===== src/rtl/jt12_mmr_queue_if.sv =====
// Downstream register-file write port of the JT12 MMR queue.
// Master drives the FIFO head; slave answers with ready.
interface jt12_mmr_queue_if #(
  parameter int BW = 1
);
  logic          wr_valid;
  logic          wr_ready;
  logic [BW-1:0] wr_bank;
  logic [7:0]    wr_reg;
  logic [7:0]    wr_data;

  modport master (
    output wr_valid,
    output wr_bank,
    output wr_reg,
    output wr_data,
    input  wr_ready
  );

  modport slave (
    input  wr_valid,
    input  wr_bank,
    input  wr_reg,
    input  wr_data,
    output wr_ready
  );
endinterface


===== src/rtl/jt12_mmr_queue.sv =====
// JT12 CPU front end: write decode, prescaler, write FIFO and busy flag.
// Optional JT12_MMR_STATUS_EN adds a status port and software ovf clear.
module jt12_mmr_queue #(
  parameter  int BANKS       = 2,
  parameter  int DEPTH       = 4,
  parameter  int BUSY_CNT    = 32,
  parameter  int DIV_DEFAULT = 6,
  localparam int BW = (BANKS > 1) ? $clog2(BANKS) : 1
) (
  input  logic        clk,
  input  logic        rst,
  input  logic        cen,
  output logic        clk_en,
  input  logic [7:0]  din,
  input  logic [BW:0] addr,
  input  logic        write,
  output logic        busy,
  output logic        ovf,
`ifdef JT12_MMR_STATUS_EN
  output logic [7:0]  status,
`endif
  jt12_mmr_queue_if.master wr
);

  localparam int AW = $clog2(DEPTH);
  localparam int CW = AW + 1;
  localparam int TW = $clog2(BUSY_CNT + 1);
  localparam int EW = BW + 16;

  logic [2:0]    cnt_q;
  logic [2:0]    lim_q, lim_d;
  logic          old_write_q;
  logic [7:0]    sel_reg_q;
  logic [BW-1:0] sel_bank_q;
  logic [EW-1:0] mem_q [DEPTH];
  logic [AW-1:0] rd_q, wr_q;
  logic [CW-1:0] count_q;
  logic [TW-1:0] timer_q;
  logic          busy_q, ovf_q;
  logic [EW-1:0] head;

  logic wr_ev, addr_ev, data_ev;
  logic valid, full, pop, push, drop;
  logic bank0, ovf_clr;

  assign clk_en  = cen & (cnt_q == lim_q);
  assign wr_ev   = write & ~old_write_q;
  assign addr_ev = wr_ev & ~addr[0];
  assign data_ev = wr_ev & addr[0];
  assign valid   = count_q != '0;
  assign full    = count_q == CW'(DEPTH);
  assign pop     = clk_en & valid & wr.wr_ready;
  assign push    = data_ev & (~full | pop);
  assign drop    = data_ev & full & ~pop;
  assign bank0   = sel_bank_q == '0;

`ifdef JT12_MMR_STATUS_EN
  assign ovf_clr = data_ev & bank0 & (sel_reg_q == 8'h27)
                 & (din[7:6] == 2'b11);
`else
  assign ovf_clr = 1'b0;
`endif

  // Prescaler ratio writes take effect immediately, not via the queue
  always_comb begin
    lim_d = lim_q;
    if (data_ev && bank0) begin
      unique case (1'b1)
        sel_reg_q == 8'h2D: lim_d = 3'd5;
        sel_reg_q == 8'h2E: lim_d = 3'd2;
        sel_reg_q == 8'h2F: lim_d = 3'd1;
        default:            lim_d = lim_q;
      endcase
    end
  end

  always_ff @(posedge clk) begin
    if (push) mem_q[wr_q] <= {sel_bank_q, sel_reg_q, din};
  end

  always_ff @(posedge clk) begin
    if (rst) begin
      cnt_q       <= '0;
      lim_q       <= 3'(DIV_DEFAULT - 1);
      old_write_q <= 1'b0;
      sel_reg_q   <= '0;
      sel_bank_q  <= '0;
      rd_q        <= '0;
      wr_q        <= '0;
      count_q     <= '0;
      timer_q     <= '0;
      busy_q      <= 1'b0;
      ovf_q       <= 1'b0;
    end else begin
      old_write_q <= write;
      lim_q       <= lim_d;
      // >= also catches a counter stranded above a freshly lowered limit
      if (cen) cnt_q <= (cnt_q >= lim_q) ? 3'd0 : cnt_q + 3'd1;
      if (addr_ev) begin
        sel_reg_q  <= din;
        sel_bank_q <= addr[BW:1];
      end
      if (push) wr_q <= wr_q + 1'b1;
      if (pop)  rd_q <= rd_q + 1'b1;
      if (push && !pop)      count_q <= count_q + 1'b1;
      else if (pop && !push) count_q <= count_q - 1'b1;
      if (push)
        timer_q <= TW'(BUSY_CNT);
      else if (clk_en && timer_q != '0)
        timer_q <= timer_q - 1'b1;
      if (push)
        busy_q <= 1'b1;
      else if (count_q == '0 && timer_q == '0)
        busy_q <= 1'b0;
      if (drop)
        ovf_q <= 1'b1;
      else if (ovf_clr)
        ovf_q <= 1'b0;
    end
  end

`ifdef JT12_MMR_STATUS_EN
  logic [3:0] cnt_sat;
  logic [7:0] status_q;

  always_comb begin
    cnt_sat = 4'(count_q);
    if (int'(count_q) > 15) cnt_sat = 4'hF;
  end

  always_ff @(posedge clk) begin
    if (rst) status_q <= '0;
    else     status_q <= {busy_q, ovf_q, 2'b00, cnt_sat};
  end

  assign status = status_q;
`endif

  assign head        = valid ? mem_q[rd_q] : '0;
  assign wr.wr_valid = valid;
  assign wr.wr_bank  = head[EW-1:16];
  assign wr.wr_reg   = head[15:8];
  assign wr.wr_data  = head[7:0];
  assign busy        = busy_q;
  assign ovf         = ovf_q;

endmodule


===== src/flat_wrapper.sv =====
// flat-port wrapper written by rule: the top's interface ports become plain ports
module jt12_mmr_queue_flat 
#(
  parameter  int BANKS       = 2,
  parameter  int DEPTH       = 4,
  parameter  int BUSY_CNT    = 32,
  parameter  int DIV_DEFAULT = 6,
  localparam int BW = (BANKS > 1) ? $clog2(BANKS) : 1
)
  (clk, rst, cen, clk_en, din, addr, write, busy, ovf, wr_wr_valid, wr_wr_bank, wr_wr_reg, wr_wr_data, wr_wr_ready);
  jt12_mmr_queue_if #(.BW(1)) wr_i ();
  input  logic clk;
  input  logic rst;
  input  logic cen;
  output logic clk_en;
  input  logic [7:0] din;
  input  logic [BW:0] addr;
  input  logic write;
  output logic busy;
  output logic ovf;
  output wire logic [$bits(wr_i.wr_valid)-1:0] wr_wr_valid;
  output wire logic [$bits(wr_i.wr_bank)-1:0] wr_wr_bank;
  output wire logic [$bits(wr_i.wr_reg)-1:0] wr_wr_reg;
  output wire logic [$bits(wr_i.wr_data)-1:0] wr_wr_data;
  input wire logic [$bits(wr_i.wr_ready)-1:0] wr_wr_ready;
  assign wr_wr_valid = wr_i.wr_valid;
  assign wr_wr_bank = wr_i.wr_bank;
  assign wr_wr_reg = wr_i.wr_reg;
  assign wr_wr_data = wr_i.wr_data;
  assign wr_i.wr_ready = wr_wr_ready;
  jt12_mmr_queue #(.BANKS(BANKS), .DEPTH(DEPTH), .BUSY_CNT(BUSY_CNT), .DIV_DEFAULT(DIV_DEFAULT)) u_core (.clk(clk), .rst(rst), .cen(cen), .clk_en(clk_en), .din(din), .addr(addr), .write(write), .busy(busy), .ovf(ovf), .wr(wr_i));
endmodule

===== config.mk =====
export PLATFORM = sky130hd
export DESIGN_NAME = jt12_mmr_queue_flat
export DESIGN_NICKNAME = d
export VERILOG_FILES = /design/src/rtl/jt12_mmr_queue_if.sv /design/src/rtl/jt12_mmr_queue.sv /design/src/flat_wrapper.sv
export SDC_FILE = /design/constraint.sdc
export NUM_CORES = 1
export LEC_CHECK = 0
export CORE_MARGIN = 2
export CORE_UTILIZATION = 45
export CTS_CLUSTER_SIZE = 40
export DETAILED_ROUTE_END_ITERATION = 16
export PLACE_DENSITY = 0.72
export SLEW_MARGIN = 20
export SYNTH_ARGS = -nofsm -noshare
export SYNTH_HDL_FRONTEND = slang
export SYNTH_SLANG_ARGS = --single-unit

===== constraint.sdc =====
create_clock -name clk -period 4.25 [get_ports clk]
set_clock_uncertainty 0.2 [all_clocks]
set_input_delay 0.425 -clock clk [delete_from_list [all_inputs] [get_ports clk]]
set_output_delay 0.425 -clock clk [all_outputs]
set_load 0.02 [all_outputs]

### After elaboration in Yosys (flattened, before gate mapping)

Memories as Yosys holds them, arrays and structs flattened. A register that Yosys moved wholly into a read port is not among the register bits.
Index checks and enable logic that the tools add are counted.

| word-level totals | value |
|---|---|
| bits in registers | 31 |
| latch bits | 0 |
| RAM bits | 68 |
| memory bits (read-only) | 0 |
| bits of input ports | 15 |
| output and inout port bits | 21 |
| logic and storage cells | 70 |
| memories kept | 1 |

Memories:

| name | words | bits a word | read ports | clocked after Yosys merged registers in | write ports | line | RTL |
|---|---|---|---|---|---|---|---|
| u_core.mem_q | 4 | 17 | 1 | 1 | 1 | jt12_mmr_queue.sv:35 | `logic [EW-1:0] mem_q [DEPTH];` |

| operators by class | value |
|---|---|
| add/sub/neg operators | 6 |
| multiply operators | 0 |
| div/mod/pow operators | 0 |
| order comparisons | 1 |
| eq/ne operators | 5 |
| shifts and indexed selects | 0 |
| muxes and demuxes | 13 |
| bitwise operators | 15 |
| reduce and logical (&&, ||, !) cells | 17 |

Operators with widths:

| kind | number |
|---|---|
| equality test 8 x 6 -> 1 bit (second input constant) | 3 |
| two-way mux 17 bit | 1 |
| two-way mux 6 bit | 2 |
| bitwise AND 1 bit | 9 |
| two-way mux 3 bit | 3 |
| case mux 3 bit (3 select lines) | 1 |
| adder 3 x 1 -> 3 bit (second input constant) | 2 |
| zero test 6 bit | 1 |
| nonzero test 2 bit | 3 |
| nonzero test 3 bit | 2 |
| nonzero test 6 bit | 1 |
| subtractor 6 x 1 -> 6 bit (second input constant) | 1 |
| logical AND 1 bit | 5 |
| NOT 1 bit | 5 |
| adder 2 x 1 -> 2 bit (second input constant) | 2 |
| two-way mux 1 bit | 4 |
| two-way mux 2 bit | 2 |
| equality test 3 bit | 1 |
| equality test 3 bit (second input constant) | 1 |
| >= comparator 3 bit | 1 |
| zero test 3 bit | 1 |
| subtractor 3 x 1 -> 3 bit (second input constant) | 1 |
| zero test 1 bit | 2 |
| AND reduction 2 bit | 1 |
| 2 further kinds | 2 |

### Logic depth before layout (Yosys ltp)

Gate-level depths: netlist (run 1).

| logic depth | value |
|---|---|
| depth in word-level cells | 10 |
| gate-level depth with buffers | 14 |
| depth with buffers taken out | 13 |

### Worst setup path after synthesis (run 1)

No wires, ideal clock.

| timing path | value |
|---|---|
| path type | flip-flop to flip-flop |
| start point | reg u_core.cnt_q[0] |
| end point | reg u_core.count_q[2] |
| library setup time | 0.071 ns |
| arrival time | 2.647 ns |
| data required time | 3.979 ns |
| path slack | 1.333 ns |
| cell stages (with the launch flop) | 15 |
| path buffers | 1 |
| period minus slack after synthesis | 2.917 ns |
| cell sequence | dfxtp_1 -> inv_1 -> ha_1 -> nand4_4 -> inv_2 -> a2111oi_4 -> nand2b_1 -> inv_2 -> buf_6 -> ha_1 -> inv_1 -> fa_1 -> xor2_1 -> or3_1 -> a21oi_1 |

| on the way | value |
|---|---|
| cells in the longest elaborated chain, start to end | 9 |
| elaborated cells on any way between the ends | 12 |

RTL lines:

| item | line | RTL |
|---|---|---|
| from (decl) | jt12_mmr_queue.sv:30 | `logic [2:0] cnt_q;` |
| from (signal assigned) | jt12_mmr_queue.sv:98 | `if (cen) cnt_q <= (cnt_q >= lim_q) ? 3'd0 : cnt_q + 3'd1;` |
| equality test 3 bit * | jt12_mmr_queue.sv:46 | `assign clk_en = cen & (cnt_q == lim_q);` |
| bitwise AND 1 bit * | jt12_mmr_queue.sv:46 |  |
| named net clk_en | flat_wrapper.sv:15 | `output logic clk_en;` |
| bitwise AND 1 bit * (2 in series) | jt12_mmr_queue.sv:52 | `assign pop = clk_en & valid & wr.wr_ready;` |
| OR 1 bit * | jt12_mmr_queue.sv:53 | `assign push = data_ev & (~full \| pop);` |
| bitwise AND 1 bit * | jt12_mmr_queue.sv:53 |  |
| named net u_core.push | jt12_mmr_queue.sv:43 | `logic valid, full, pop, push, drop;` |
| zero test 1 bit | jt12_mmr_queue.sv:106 | `else if (pop && !push) count_q <= count_q - 1'b1;` |
| logical AND 1 bit | jt12_mmr_queue.sv:106 |  |
| nonzero test 2 bit (no line) | n/a |  |
| to (signal assigned) | jt12_mmr_queue.sv:105 | `if (push && !pop) count_q <= count_q + 1'b1;` |
| to (signal assigned) | jt12_mmr_queue.sv:106 |  |
| to (decl) | jt12_mmr_queue.sv:37 | `logic [CW-1:0] count_q;` |

Mark *: on every way through the listed nets, which the timed path passes. The rest lies on a longest branch.
A chain may end at the register's enable or synchronous reset.

### Final worst setup path (run 1)

| timing path | value |
|---|---|
| start point | reg u_core.cnt_q[0] |
| end point | reg u_core.count_q[2] |

| on the way | value |
|---|---|
| cells in the longest elaborated chain, start to end | 9 |
| elaborated cells on any way between the ends | 12 |

RTL lines:

| item | line |
|---|---|
| equality test 3 bit * | jt12_mmr_queue.sv:46 |
| bitwise AND 1 bit * | jt12_mmr_queue.sv:46 |
| bitwise AND 1 bit * (2 in series) | jt12_mmr_queue.sv:52 |
| OR 1 bit | jt12_mmr_queue.sv:53 |
| bitwise AND 1 bit | jt12_mmr_queue.sv:53 |
| zero test 1 bit | jt12_mmr_queue.sv:106 |
| logical AND 1 bit | jt12_mmr_queue.sv:106 |
| nonzero test 2 bit (no line) | n/a |

Every way passes the cells marked *; elsewhere a longest branch is shown, timed or not.

==> results of run 1 <==
-- logic make-up (layout without fill, tap and decap cells) --
group	after synthesis	in the layout	synth area share, %
xor gates and xnor gates	7	7	1.47
buffers and inverters	27	72	2.77
DFF	101	101	65.0
adders and majority gates	11	11	3.49
other	0	1	0
AOI/OAI and AO/OA	23	23	4.45
and+or+nand+nor	72	72	10.2
muxes	31	31	12.6
-- critical path, delay by kind of cell, from the launching register on --
family | cells | cell delay [ns]
flip-flops | 1 | 0.38
AND/OR/NAND/NOR | 3 | 0.63
XOR/XNOR | 1 | 0.18
adder cells (fa/ha/maj) | 3 | 0.92
AO/OA/AOI/OAI | 2 | 0.24
buffers and inverters | 4 | 0.46
-- power by group through the flow --
stage / clock, uW / combinational (uW) / sequential, uW
after global routing: 611 / 210 / 1090
after global placement: 0 / 193 / 1110
after floorplan: 0 / 113 / 1100
final: 563 / 192 / 1090
after detailed placement: 0 / 195 / 1110
after CTS: 578 / 195 / 1090
-- registers in the layout, summed over array words and instances (netlist names), named ones only --
| signal | cells |
|---|---|
| u_core.mem_q | 68 |
| u_core.sel_reg_q | 8 |
| u_core.timer_q | 6 |
| u_core.cnt_q | 3 |
| u_core.count_q | 3 |
| u_core.lim_q | 3 |
| u_core.rd_q | 2 |
| u_core.wr_q | 2 |
| u_core.busy | 1 |
| u_core.old_write_q | 1 |
| u_core.ovf | 1 |
| u_core.sel_bank_q | 1 |
-- cell usage in the layout (no fill, tap or decap), drive strengths merged, types with 2 or more instances in the layout --
cell type	synthesis	layout
edfxtp	68	68
clkdlybuf4s50	0	35
dfxtp	33	33
nor2	22	22
and2	21	21
mux4	17	17
inv	15	17
mux2i	14	14
ha	10	10
clkbuf	7	10
a21oi	7	7
buf	5	6
xor2	5	5
or3	4	4
nand2	4	4
nor3	4	4
o21ai	3	3
a211oi	3	3
clkinv	0	3
or2	3	3
a2111oi	3	3
nand3b	2	2
nand2b	2	2
nor2b	2	2
xnor2	2	2
a21o	2	2
nand4	2	2
nor3b	2	2
or4b	2	2
o31ai	2	2
-- metrics by stage --
| stage | setup slack (ns) | utilization (%) |
|---|---|---|
| 3_5_place_dp | 0.818 | 50.9 |
| 4_1_cts | 1.14 | 52.9 |
| 5_1_grt | 0.967 | 52.9 |
| 6_report | 1.16 | 53.0 |
| 3_3_place_gp | 0.895 | 50.9 |
| 2_1_floorplan | 1.33 | - |
-- worst min path at each step --
stage / to / slack, ns / cells after the start
2_1_floorplan: u_core.lim_q[1] / 0.26 / 2
3_3_place_gp: u_core.ovf / 0.27 / 2
3_5_place_dp: u_core.ovf / 0.26 / 2
4_1_cts: u_core.ovf / 0.29 / 2
5_1_grt: u_core.ovf / 0.33 / 2
6_report: u_core.ovf / 0.29 / 2
-- layer usage --
layer	GRT usage, %	up-vias
met3	4.53	5
met4	3.79	0
met2	25.6	45
met5	0	-
met1	18.5	1130
li1	-	1084
-- area by class of cell --
| type | instances | share of cell area [%] |
|---|---|---|
| Inverter | 15 | 1.17 |
| Timing Repair Buffer | 41 | 8.20 |
| Clock inverter | 6 | 1.17 |
| Sequential cell | 101 | 56.0 |
| Tap cell | 111 | 2.88 |
| Antenna cell | 1 | 0.0519 |
| Clock buffer | 10 | 2.65 |
| Multi-Input combinational cell | 144 | 27.9 |
==> out/summary.txt, run 1 <==
Internal - 1390 uW
Mean post-synth cell area - 15.3 sq um
Final nets - 338
Vias in the first global route - 2191
Clock Tree Buf Depth - 2
Setup Fix Bufs, Post-CTS - 0
Sequential power share - 59.0%
CP arrival - 3.18 ns
WL/cell - 16.3 microns
Post-synth top area share - 49.1%
R2R setup slack - 1.16 ns
Worst Setup End Kind - flip-flop
Crit Path Category - flip-flop to flip-flop
Switching share of power - 24.7%
Actual slew at the worst max-slew pin - 1.03 ns
Clock network fraction of total power - 30.6%
CTS tree - done
Placed inst area - 4640 sq um
Worst rel slew slack - 31.3%
Cell area after layout - 4820 sq um
Gp weighted congestion - 0.799
Die ar. - 10000 sq um
Startpoint Class - flip-flop
Clk_lat worst skew - 0.37 ns
Max-slew violations - 0
Commonest cells in the netlist - edfxtp_1, dfxtp_1, nor2_1, and2_1, mux4_2
Worst r2r src - u_core.cnt_q[0]
Post-synthesis cell type count - 44
Initial antenna violation count - 0
Number of buffers inserted by port buffering - 35
Final setup TNS - 0 ns
Final hold slack - 0.289 ns
Yosys warnings - 0
Met1 wire length - 3.22 mm
Worst path required time - 4.34 ns
Row count - 35
Net Count, Synth - 298
Achievable Freq - 0.324 GHz
Post-synth ARST share - 0%
Vias - 2264
DR top layer - met4
Detailed placement HPWL - 4.33 mm
Setup-failing EPs final - 0
Top_reg_cell synth - edfxtp_1
Post-CTS sizing - 0
Layout cell share with drive strength beyond 1 - 16.1%
FF+latch count, synth - 101
Gr usage total - 14.9%
Crit path cell chain - inv_1 -> ha_1 -> nand4_4 -> inv_2 -> a2111oi_4 -> nand2b_1 -> inv_2 -> ha_1 -> inv_1 -> fa_1 -> xor2_1 -> or3_1 -> a21oi_1
Worst R2R Path Depth - 13
Clock transition at path regs - 0.09 ns
Initial DRT Pass Iterations - 4
Dominant cell by count in the synthesized netlist - edfxtp_1
EDFF count, synth - 68
Syn Inst Count - 272
Met3 routed WL - 253 microns
CTS Hold Buffers Added - 0
Static Leak - 0.00166 uW
Via density - 5.28
Clk sinks - 101
CTS H-tree lvls - 3
Initial DRC count - 101
Logic pwr share - 10.5%
Die H - 100 microns
CTS Buf Count - 9
Max VDD drop - 0.269 mV
DRT Wirelength - 6.98 mm
Area of the multi-input gates - 1350 sq um
Fillers - 754
Register area - 2700 sq um
Die X - 100 microns
Max incr delay on CP - 0.38 ns
Sw Pwr - 455 uW
Max_cap viols - 0
Gr ovfl total - 0
Pwr Total - 1840 uW
Worst Setup SP - u_core.cnt_q[0]
Sequential area share after synthesis - 65.0%
Top Ports - 36
Root buffer cell - clkbuf_8
Period minus WS final - 3.09 ns
Crit path to - u_core.count_q[2]
Placed cells - 412
Finished Layout Cells - 429
RR Endpoint - u_core.count_q[2]
Core ar. - 9110 sq um
Largest net degree at the start of global routing - 34
Cell Area, Synth - 4160 sq um
Post-route ant nets - 0
Pwr per Cell Area - 382 nW/um^2
Final hold vios - 0
Status - complete, no violations
Initial Util - 45.6%
Crit path max fanout - 11
Hold Startpoint - u_core.ovf
First-pass GRT wire length - 11.2 mm
DR DRC count - 0
HP Class - flip-flop to flip-flop
Met2 routed WL - 3.46 mm
Area contributors post-synth - edfxtp_1, dfxtp_1, mux4_2
Crit-path slowest cell - dfxtp_1
Layout area overhead - 16.0%
Setup repair after global routing missed its margin - no
Largest area contributor in the netlist - edfxtp_1
Final worst-path cycle share - 72.6%
Power figures use the tool's default switching activity.
==> run 2: changes to the inputs <==
==> constraint.sdc (replaced) <==
create_clock -name clk -period 3.2 [get_ports clk]
set_clock_uncertainty 0.2 [all_clocks]
set_input_delay 0.32 -clock clk [delete_from_list [all_inputs] [get_ports clk]]
set_output_delay 0.32 -clock clk [all_outputs]
set_load 0.02 [all_outputs]
==> out/summary.txt, run 2 (synthesized netlist as in run 1, its figures left out) <==
Status - complete, no violations
Initial antenna violation count - 0
Max reg flops - 68
Post-CTS sizing - 0
Vias - 2313
Clock transition at path regs - 0.10 ns
Row count - 35
Static Leak - 0.00169 uW
Pwr per Cell Area - 505 nW/um^2
Post-route ant nets - 0
Max VDD drop - 0.310 mV
DRT Wirelength - 7.35 mm
Clk_lat worst skew - 0.37 ns
Layout area overhead - 16.7%
Worst path required time - 3.29 ns
Actual slew at the worst max-slew pin - 0.968 ns
Gr usage total - 16.1%
Initial Util - 45.6%
Core ar. - 9110 sq um
CP arrival - 3.01 ns
Vias in the first global route - 2376
Clock Tree Buf Depth - 2
CTS tree - done
Via density - 5.35
Final nets - 342
Placed cells - 416
Period minus WS final - 2.92 ns
CTS H-tree lvls - 3
Clk sinks - 101
Top Ports - 36
Setup repair after global routing missed its margin - no
Achievable Freq - 0.342 GHz
Startpoint Class - flip-flop
Commonest cells after routing, fill and taps aside - edfxtp_1, clkdlybuf4s50_1, dfxtp_1, nor2_1, and2_1
Final worst-path cycle share - 91.3%
Setup Fix Bufs, Post-CTS - 0
Largest regs - u_core.mem_q x68, u_core.sel_reg_q x8, u_core.timer_q x6
WL/cell - 17.0 microns
Setup-failing EPs final - 0
Initial DRT Pass Iterations - 5
Gp weighted congestion - 0.867
Crit Path Category - flip-flop to flip-flop
Max-slew violations - 0
Die X - 100 microns
Final setup TNS - 0 ns
CTS Hold Buffers Added - 0
HP Class - flip-flop to flip-flop
Final hold vios - 0
Detailed placement HPWL - 4.76 mm
Initial DRC count - 101
Fillers - 756
Max_cap viols - 0
Largest Register - u_core.mem_q
CTS Buf Count - 9
Worst rel slew slack - 35.5%
Ant diodes - 0
Hold depth - 2
Number of buffers inserted by port buffering - 35
Worst R2R Path Depth - 13
Crit path max fanout - 6
Commonest non-fill, non-tap cell in the layout - edfxtp_1
Root buffer cell - clkbuf_8
DR DRC count - 0
Final hold slack - 0.295 ns
Layout cell share with drive strength beyond 1 - 17.1%
Largest net degree at the start of global routing - 33
Worst Setup End Kind - flip-flop
First-pass GRT wire length - 12.1 mm
Worst slack at placement - 0.228 ns
Die ar. - 10000 sq um
Gr ovfl total - 0
Final worst slack - 0.280 ns
Finished Layout Cells - 432
Die H - 100 microns
## run 2: cell types whose count changed in the layout (fill, tap and decap cells not counted), sizes merged
cell / before / now
buf: 6 / 10
clkinv: 3 / 4
clkinvlp: 1 / 0
diode: 1 / 0
## run 2: where the power goes
group	switching, uW	internal (uW)	total [uW]
registers	22.4	1420	1440
clock network	446	297	743
logic	137	128	265
total	606	1850	2450
## run 2: final cells by class
class	count	area, sq um	area share (%)
sequential	101	2700	55.7
clock buffer	10	128	2.63
clock inverter	6	56.3	1.16
multi-input combinational	144	1350	27.7
tap	111	139	2.86
timing repair buffer	45	425	8.77
inverter	15	56.3	1.16
## run 2: worst paths after layout
kind                   start                end  slack [ns]
max          u_core.cnt_q[0]  u_core.count_q[2]        0.28
min               u_core.ovf         u_core.ovf        0.30
max reg2reg  u_core.cnt_q[0]  u_core.count_q[2]        0.28
min reg2reg       u_core.ovf         u_core.ovf        0.30
## run 2: critical path: stages, from the launching register on
cell and delay [ns]:
dfxtp_1 0.38, inv_1 0.06, ha_1 0.32, nand4_4 0.14, inv_2 0.10, a2111oi_4 0.07
nand2b_1 0.20, inv_2 0.11, ha_1 0.19, inv_1 0.06, fa_1 0.37, xor2_1 0.18
or3_1 0.30, a21oi_1 0.15
## run 2: per-stage QoR
stage / total power [uW] / cell area, sq um / util (%)
after floorplan: 1620 / 4160 / -
after detailed placement: 1740 / 4670 / 51.2
after CTS: 2480 / 4850 / 53.3
after global routing: 2560 / 4850 / 53.3
final: 2450 / 4850 / 53.3
after global placement: 1740 / 4670 / 51.2
## run 2: per-layer routing
metal,vias to the layer above,track usage (%),share of wire (%)
met2,53,27.3,51
met1,1151,19.9,45
met3,14,4.53,3.7
met4,0,5.16,1.1
li1,1095,-,-
met5,-,0,0
==> run 3: changes to the inputs <==
--- a/config.mk
+++ b/config.mk
@@ -9,7 +9,7 @@
 export CORE_UTILIZATION = 45
 export CTS_CLUSTER_SIZE = 40
 export DETAILED_ROUTE_END_ITERATION = 16
-export PLACE_DENSITY = 0.72
+export RECOVER_POWER = 25
 export SLEW_MARGIN = 20
 export SYNTH_ARGS = -nofsm -noshare
 export SYNTH_HDL_FRONTEND = slang
==> out/summary.txt, run 3 (synthesized netlist as in run 1, its figures left out) <==
CP top delay family - adder cells
Clk sinks - 101
Achievable Freq - 0.334 GHz
Gr ovfl total - 0
Worst slack at placement - 0.118 ns
WP buf/inv - 4
Status - complete, no violations
Clock transition at path regs - 0.09 ns
Die H - 100 microns
Ant diodes - 0
Number of buffers inserted by port buffering - 35
Register area - 2700 sq um
Setup-failing EPs final - 0
Pwr per Cell Area - 512 nW/um^2
Area of the multi-input gates - 1350 sq um
Initial Util - 45.6%
Startpoint Class - flip-flop
CTS tree - done
DRT Wirelength - 7.13 mm
Fillers - 776
HP Class - flip-flop to flip-flop
Max-slew violations - 0
Commonest non-fill, non-tap cell in the layout - edfxtp_1
Max incr delay on CP - 0.38 ns
Worst rel slew slack - 37.3%
Final hold vios - 0
Period minus WS final - 2.99 ns
Via density - 5.22
Root buffer cell - clkbuf_8
WL/cell - 16.5 microns
Largest regs - u_core.mem_q x68, u_core.sel_reg_q x8, u_core.timer_q x6
Finished Layout Cells - 431
Initial DRC count - 103
Placed cells - 415
Crit path max fanout - 11
Max reg flops - 68
Post-CTS sizing - 0
Gp weighted congestion - 0.741
Final worst slack - 0.208 ns
R2R setup slack - 0.21 ns
Core ar. - 9110 sq um
Clock Tree Buf Depth - 2
DR DRC count - 0
Worst Setup End Kind - flip-flop
Setup repair after global routing missed its margin - no
Detailed placement HPWL - 4.53 mm
Vias in the first global route - 2236
Initial antenna violation count - 0
CTS Buf Count - 9
CP arrival - 3.08 ns
Top Ports - 36
First-pass GRT wire length - 11.6 mm
Largest Register - u_core.mem_q
Layout area overhead - 16.7%
Final setup TNS - 0 ns
Actual slew at the worst max-slew pin - 0.941 ns
Row count - 35
Final hold slack - 0.292 ns
Crit path cell chain - inv_1 -> ha_1 -> nand4_4 -> inv_2 -> a2111oi_4 -> nand2b_1 -> inv_2 -> ha_1 -> inv_1 -> fa_1 -> xor2_1 -> or3_1 -> a21oi_1
Final core utilization - 53.3%
Crit Path Category - flip-flop to flip-flop
Largest net degree at the start of global routing - 33
CTS H-tree lvls - 3
Final nets - 341
Crit-path slowest cell - dfxtp_1
Worst path required time - 3.29 ns
Max VDD drop - 0.229 mV
Commonest cells after routing, fill and taps aside - edfxtp_1, dfxtp_1, clkdlybuf4s50_1, nor2_1, and2_1
Initial DRT Pass Iterations - 6
Max_cap viols - 0
Vias - 2250
Layout cell share with drive strength beyond 1 - 16.3%
CTS Hold Buffers Added - 0
Setup Fix Bufs, Post-CTS - 0
Gr usage total - 15.3%
Post-route ant nets - 0
Static Leak - 0.00168 uW
Final worst-path cycle share - 93.5%
Die X - 100 microns
Clk_lat worst skew - 0.35 ns
Die ar. - 10000 sq um
[run 3: stage by stage]
step	total power, uW	cell area, sq um
2_1_floorplan	1620	4160
3_3_place_gp	1740	4660
3_5_place_dp	1740	4660
4_1_cts	2510	4850
5_1_grt	2590	4850
6_report	2480	4850
[run 3: cell type report]
type	instances	area share (%)
clock inverters	5	1.21
well taps	111	2.86
repair buffers	44	8.61
clock buffers	11	2.71
multi-input cells	144	27.7
inverters	15	1.16
flip-flops and latches	101	55.7
[run 3: where the power goes]
part | switching (uW) | internal (uW) | total (uW)
logic | 135 | 126 | 261
registers | 21.6 | 1420 | 1440
clock network | 416 | 364 | 780
total | 572 | 1910 | 2480
[run 3: path summary, 6_finish.rpt]
kind                   start           endpoint  cells after the start
min reg2reg       u_core.ovf         u_core.ovf                      2
max reg2reg  u_core.cnt_q[0]  u_core.count_q[2]                     13
min               u_core.ovf         u_core.ovf                      2
max          u_core.cnt_q[0]  u_core.count_q[2]                     13
[run 3: worst reg2reg max path, delay by kind of cell, from the launching register on]
kind / cells / cell delay [ns]
adders and majority gates: 3 / 0.92
and+or+nand+nor: 3 / 0.63
buffers and inverters: 4 / 0.41
DFF: 1 / 0.38
AOI/OAI and AO/OA: 2 / 0.20
xor gates and xnor gates: 1 / 0.18
[run 3: routing by layer]
layer | part of all wire, % | track usage, % | vias to the layer above | wire length (microns)
met3 | 3.3 | 3.41 | 6 | 235
met2 | 51 | 26.0 | 44 | 3660
met1 | 45 | 19.7 | 1110 | 3190
met5 | 0 | 0 | - | 0
li1 | - | - | 1090 | -
met4 | 0.74 | 4.32 | 0 | 53
